[config.mk]
export PLATFORM = sky130hd
export DESIGN_NAME = traffic_light_ctrl_flat
export DESIGN_NICKNAME = d
export VERILOG_FILES = /design/src/rtl/traffic_light_ctrl_if.sv /design/src/rtl/traffic_light_ctrl.sv /design/src/flat_wrapper.sv
export SDC_FILE = /design/constraint.sdc
export NUM_CORES = 1
export LEC_CHECK = 0
export ABC_AREA = 1
export CAP_MARGIN = 20
export CORE_MARGIN = 2
export CORE_UTILIZATION = 45
export DETAILED_ROUTE_END_ITERATION = 16
export PLACE_DENSITY = 0.69
export SYNTH_ARGS = -nofsm -noshare
export SYNTH_HDL_FRONTEND = slang
export SYNTH_SLANG_ARGS = --single-unit
[constraint.sdc]
create_clock -name clk -period 3.5 [get_ports clk]
set_clock_uncertainty 0.15 [all_clocks]
set_input_delay 0.7 -clock clk [delete_from_list [all_inputs] [get_ports clk]]
set_output_delay 0.7 -clock clk [all_outputs]
set_load 0.01 [all_outputs]
[src/rtl/traffic_light_ctrl_if.sv]
// traffic_light_ctrl_if: request/mode inputs and light/countdown outputs of the traffic light controller
interface traffic_light_ctrl_if #(
    parameter int CNT_W = 8
);
    logic             ped_req;
    logic             flash_en;
    logic [2:0]       main_lights;
    logic [2:0]       side_lights;
    logic [CNT_W-1:0] remain;
    logic             tick_1s;

    modport master (
        output ped_req, flash_en,
        input  main_lights, side_lights, remain, tick_1s
    );

    modport slave (
        input  ped_req, flash_en,
        output main_lights, side_lights, remain, tick_1s
    );
endinterface

[src/rtl/traffic_light_ctrl.sv]
// traffic_light_ctrl: main/side road light sequencer with 1 s prescaler, pedestrian shortening and yellow flash mode
module traffic_light_ctrl #(
    parameter int TICK_CYCLES = 50_000_000,
    parameter int MG_S        = 30,
    parameter int MY_S        = 3,
    parameter int SG_S        = 20,
    parameter int SY_S        = 3,
    parameter int AR_S        = 1,
    parameter int PED_MIN_S   = 5,
    parameter int CNT_W       = 8
) (
    input logic                 clk,
    input logic                 rst,
    traffic_light_ctrl_if.slave bus
);
    function automatic bit bad_dur(input int d);
        return d < 1 || (d >>> CNT_W) != 0;
    endfunction

    if (TICK_CYCLES < 2 || bad_dur(MG_S) || bad_dur(MY_S) || bad_dur(SG_S) || bad_dur(SY_S) ||
        bad_dur(AR_S) || bad_dur(PED_MIN_S)) begin : g_bad_params
        $error("traffic_light_ctrl: illegal parameter set");
    end

    localparam int PW = $clog2(TICK_CYCLES);
    localparam logic [PW-1:0]    P_LAST = PW'(TICK_CYCLES - 1);
    localparam logic [CNT_W-1:0] D_MG   = CNT_W'(MG_S);
    localparam logic [CNT_W-1:0] D_MY   = CNT_W'(MY_S);
    localparam logic [CNT_W-1:0] D_SG   = CNT_W'(SG_S);
    localparam logic [CNT_W-1:0] D_SY   = CNT_W'(SY_S);
    localparam logic [CNT_W-1:0] D_AR   = CNT_W'(AR_S);
    localparam logic [CNT_W-1:0] D_PED  = CNT_W'(PED_MIN_S);
    localparam logic [CNT_W-1:0] D_MGP  = MG_S < PED_MIN_S ? D_MG : D_PED;
    localparam logic [2:0] RED = 3'b100, YEL = 3'b010, GRN = 3'b001, OFF = 3'b000;

    typedef enum logic [2:0] {MG, MY, AR1, SG, SY, AR2, FLASH} state_t;

    state_t           state, state_nxt, succ;
    logic [PW-1:0]    presc, presc_nxt;
    logic [CNT_W-1:0] remain, remain_nxt, succ_dur;
    logic             pending, pending_nxt, phase, phase_nxt, pend_eff, tick;
    logic [2:0]       main_nxt, side_nxt;

    assign tick       = presc == P_LAST;
    assign pend_eff   = pending | bus.ped_req;
    assign bus.remain = remain;

    // state, prescaler, countdown, pedestrian flag and flash phase registers
    always_ff @(posedge clk or posedge rst) begin
        if (rst) begin
            state   <= AR2;
            presc   <= '0;
            remain  <= D_AR;
            pending <= 1'b0;
            phase   <= 1'b1;
        end else begin
            state   <= state_nxt;
            presc   <= presc_nxt;
            remain  <= remain_nxt;
            pending <= pending_nxt;
            phase   <= phase_nxt;
        end
    end

    // next state: flash entry/exit beats phase expiry, expiry beats pedestrian shortening
    always_comb begin
        succ = state == MG  ? MY  :
               state == MY  ? AR1 :
               state == AR1 ? SG  :
               state == SG  ? SY  :
               state == SY  ? AR2 : MG;
        succ_dur = succ == MG  ? (pend_eff ? D_MGP : D_MG) :
                   succ == MY  ? D_MY :
                   succ == SG  ? D_SG :
                   succ == SY  ? D_SY : D_AR;
        state_nxt  = state;
        remain_nxt = remain;
        presc_nxt  = tick ? '0 : presc + 1'b1;
        phase_nxt  = phase;
        if (state == FLASH && !bus.flash_en) begin
            state_nxt  = AR2;
            remain_nxt = D_AR;
            presc_nxt  = '0;
            phase_nxt  = 1'b1;
        end else if (state == FLASH) begin
            phase_nxt = tick ? ~phase : phase;
        end else if (bus.flash_en) begin
            state_nxt  = FLASH;
            remain_nxt = '0;
            presc_nxt  = '0;
            phase_nxt  = 1'b1;
        end else if (tick && remain == CNT_W'(1)) begin
            state_nxt  = succ;
            remain_nxt = succ_dur;
        end else if (state == MG && pend_eff && remain > D_PED) begin
            remain_nxt = D_PED;
        end else if (tick) begin
            remain_nxt = remain - 1'b1;
        end
        pending_nxt = (state_nxt == SG && state != SG) ? 1'b0 : pend_eff;
    end

    // light pattern that the upcoming state will show
    always_comb begin
        main_nxt = state_nxt == MG    ? GRN :
                   state_nxt == MY    ? YEL :
                   state_nxt == FLASH ? (phase_nxt ? YEL : OFF) : RED;
        side_nxt = state_nxt == SG    ? GRN :
                   state_nxt == SY    ? YEL :
                   state_nxt == FLASH ? (phase_nxt ? YEL : OFF) : RED;
    end

    // registered light and tick outputs
    always_ff @(posedge clk or posedge rst) begin
        if (rst) begin
            bus.main_lights <= RED;
            bus.side_lights <= RED;
            bus.tick_1s     <= 1'b0;
        end else begin
            bus.main_lights <= main_nxt;
            bus.side_lights <= side_nxt;
            bus.tick_1s     <= tick;
        end
    end
endmodule

[src/flat_wrapper.sv]
// flat-port wrapper written by rule: the top's interface ports become plain ports
module traffic_light_ctrl_flat 
#(
    parameter int TICK_CYCLES = 50_000_000,
    parameter int MG_S        = 30,
    parameter int MY_S        = 3,
    parameter int SG_S        = 20,
    parameter int SY_S        = 3,
    parameter int AR_S        = 1,
    parameter int PED_MIN_S   = 5,
    parameter int CNT_W       = 8
)
  (clk, rst, bus_ped_req, bus_flash_en, bus_main_lights, bus_side_lights, bus_remain, bus_tick_1s);
  traffic_light_ctrl_if #(.CNT_W(CNT_W)) bus_i ();
  input logic clk;
  input logic rst;
  input wire logic [$bits(bus_i.ped_req)-1:0] bus_ped_req;
  input wire logic [$bits(bus_i.flash_en)-1:0] bus_flash_en;
  output wire logic [$bits(bus_i.main_lights)-1:0] bus_main_lights;
  output wire logic [$bits(bus_i.side_lights)-1:0] bus_side_lights;
  output wire logic [$bits(bus_i.remain)-1:0] bus_remain;
  output wire logic [$bits(bus_i.tick_1s)-1:0] bus_tick_1s;
  assign bus_i.ped_req = bus_ped_req;
  assign bus_i.flash_en = bus_flash_en;
  assign bus_main_lights = bus_i.main_lights;
  assign bus_side_lights = bus_i.side_lights;
  assign bus_remain = bus_i.remain;
  assign bus_tick_1s = bus_i.tick_1s;
  traffic_light_ctrl #(.TICK_CYCLES(TICK_CYCLES), .MG_S(MG_S), .MY_S(MY_S), .SG_S(SG_S), .SY_S(SY_S), .AR_S(AR_S), .PED_MIN_S(PED_MIN_S), .CNT_W(CNT_W)) u_core (.clk(clk), .rst(rst), .bus(bus_i));
endmodule
==> out/qor.txt <==
Status -> finished, final reports clean
Worst Path Arrival -> 2.34 ns
Nets -> 380
Count of final hold-check violations -> 0
Fin crit share -> 65.4%
Global-route wire length before repair -> 9630 µm
Port buffer count -> 18
Worst slew pin tran -> 0.942 ns
Largest net degree at the start of global routing -> 47
Core footprint -> 5890 µm²
CP max FO -> 11
Vias per cell -> 5.00
H-Tree Depth -> 2
Leak -> 1.41 nW
GRT Total Usage -> 18.6%
HP Class -> reg -> reg
Grt ovf -> 0
Initial Util -> 46.3%
Clk slew on worst S/H paths -> 0.09 ns
Synth top cells by count -> nand2_1 (77), nor2_1 (50), dfrtp_1 (40), inv_1 (38), nand3_1 (22)
FF+latch count, synth -> 46
Met2 Use GR -> 28.4%
CTS Buf Count -> 5
Detailed-route via count -> 2,247
Final ANT Viol Nets -> 0
Synthesized net count -> 357
Peak supply drop -> 0.224 mV
Met3 usage -> 3.63%
Multi-input logic area -> 1360 µm²
WL final -> 5450 µm
CTS tree -> built
TNS Setup -> 0 ns
Clock period minus worst slack -> 2.29 ns
Cells after Synth -> 350
Layout cells sized above 1 -> 16.0%
Die X -> 81.8 µm
Die Ht -> 81.8 µm
Setup violators final -> 0
MaxCap Viol Count -> 0
Power Dens Cells -> 443 nW/µm²
DIE AREA -> 6690 µm²
Filler cells -> 554
I/O pin count -> 19
DP Worst Slack -> 1.01 ns
Post-DP HPWL -> 4010 µm
Met1 Resource Use GR -> 26.5%
Synthesis Warnings -> 0
WL per Instance -> 12.1 µm
Layout area overhead -> 13.7%
Post-CTS setup buffers -> 0
Placed cell area -> 2980 µm²
DRT iter0 DRCs -> 156
FF/Latch Area -> 1160 µm²
Dominant synthesized flop cell -> dfrtp_1
Synth area leader -> dfrtp_1
Vias in the first global route -> 2,148
Most numerous cell in the Yosys netlist -> nand2_1
Resize count post-CTS -> 0
GR peak layer -> met2
Setup slack after layout -> 1.21 ns
Pins Over Slew Limit -> 0
Sequential fraction of the synthesis area -> 42.5%
Final Util -> 52.6%
Avg Inst Size Synth -> 7.78 µm²
CTS Hold Bufs -> 0
Clk buf depth -> 2
Clock Sink Count -> 46
Clock Tree Root -> clkbuf_8
Pre-antenna DRT Iters -> 4
Slew margin rel. -> 37.1%
Fmax -> 0.437 GHz
Critical Path RT -> 3.55 ns
Async set-reset flop share out of synthesis -> 100%
Top cells by area in the synthesized netlist -> dfrtp_1 (37%), nand2_1 (11%), nor2_1 (6.9%)
Cell variety after synth -> 37
RSZ-0062 raised after global routing -> false
Initial antenna violation count -> 0
Post-synth EDFFs -> 0
Final design area excluding fillers -> 3100 µm²
Ant diodes -> 0
Critical path launch point type -> register
Placer Congestion -> 0.887
DRC violations left -> 0
Top cell type's share of synthesized area -> 36.7%
Worst skew pair latency -> 0.30 ns
Post-synthesis cell area -> 2720 µm²
Row cnt -> 28
Crit path capture type -> register
Setup Crit Path Kind -> reg -> reg
[metrics by stage]
stage                     hold WS [ns]  instances  total power [mW]
after floorplan                  0.305        350             0.857
after global placement           0.335        441             0.978
after detailed placement         0.333        441             0.978
after CTS                        0.353        449              1.39
after global routing             0.371        449              1.46
final                            0.355        449              1.37
[sequential cells by signal (all words and copies together) (netlist names)]
register and count:
u_core.bus.main_lights 3, u_core.pending 1, u_core.bus.side_lights 3, u_core.state 3, u_core.presc 26, u_core.bus.remain 8
u_core.phase 1, u_core.bus.tick_1s 1
[cells by family (layout without fill, tap and decap cells)]
logic type               Yosys count  after routing  share of synthesized area (%)
AND/OR/NAND/NOR                  203            203                           37.4
AO/OA/AOI/OAI                     34             34                           7.07
adder cells (fa/ha/maj)            3              3                           1.38
buffers and inverters             51             75                           7.44
flip-flops                        46             46                           42.5
XOR/XNOR                          13             13                           4.18
[area by class of cell]
| class | count | area share, % |
|---|---|---|
| sequential | 46 | 37.4 |
| inverter | 48 | 5.86 |
| timing repair buffer | 19 | 6.06 |
| clock inverter | 3 | 1.45 |
| clock buffer | 5 | 2.22 |
| multi-input combinational | 253 | 44.0 |
| tap | 75 | 3.03 |
[worst max-delay path: stages (launching register included)]
cell	delay [ns]
dfstp_2	0.59
ha_1	0.17
nand2_1	0.05
nor2_1	0.31
nand3_2	0.33
nand2_1	0.14
nand3_1	0.09
nand2_1	0.18
nand3_1	0.10
nand2_1	0.06
inv_1	0.03
[cells in the final DEF, fill, tap and decap left out, drive strengths merged]
cell type,count
inv,46
o21a,1
nand2,84
buf,1
nor2,67
a211oi,2
nand3,26
o22ai,1
nand4,8
dfrtp,40
nor3,7
xnor2,2
bufinv,1
nor4,3
clkinvlp,2
a21oi,16
nor3b,2
clkinv,2
dfstp,6
xor2,11
o21ai,14
or2,2
clkdlybuf4s50,18
clkbuf,5
ha,3
nand3b,4
[report_power, final]
group	switching, mW	internal (mW)
Combinational	0.208	0.150
Clock	0.185	0.212
Sequential	0.0431	0.573
Total	0.437	0.936
[per-layer routing]
layer | vias up | share of wire (%)
li1 | 1164 | -
met1 | 1039 | 49
met2 | 38 | 46
met3 | 6 | 3.0
met4 | 0 | 1.4
met5 | - | 0
[path summary, 6_finish.rpt]
path                                                  start                                   to  slack [ns]  depth (start not counted)
hold reg to reg                   u_core.presc[0]$_DFF_PP0_            u_core.presc[0]$_DFF_PP0_        0.36                          1
hold / removal                    u_core.presc[0]$_DFF_PP0_            u_core.presc[0]$_DFF_PP0_        0.36                          1
setup / recovery           u_core.bus.remain[0]$_DFFE_PP1P_             u_core.pending$_DFF_PP0_        1.21                         10
max in group asynchronous                               rst     u_core.bus.remain[1]$_DFFE_PP0P_        1.83                          2
min in group asynchronous                               rst  u_core.bus.side_lights[1]$_DFF_PP0_        0.77                          2
setup reg to reg           u_core.bus.remain[0]$_DFFE_PP1P_             u_core.pending$_DFF_PP0_        1.21                         10
(Power assumes the default switching activity.)
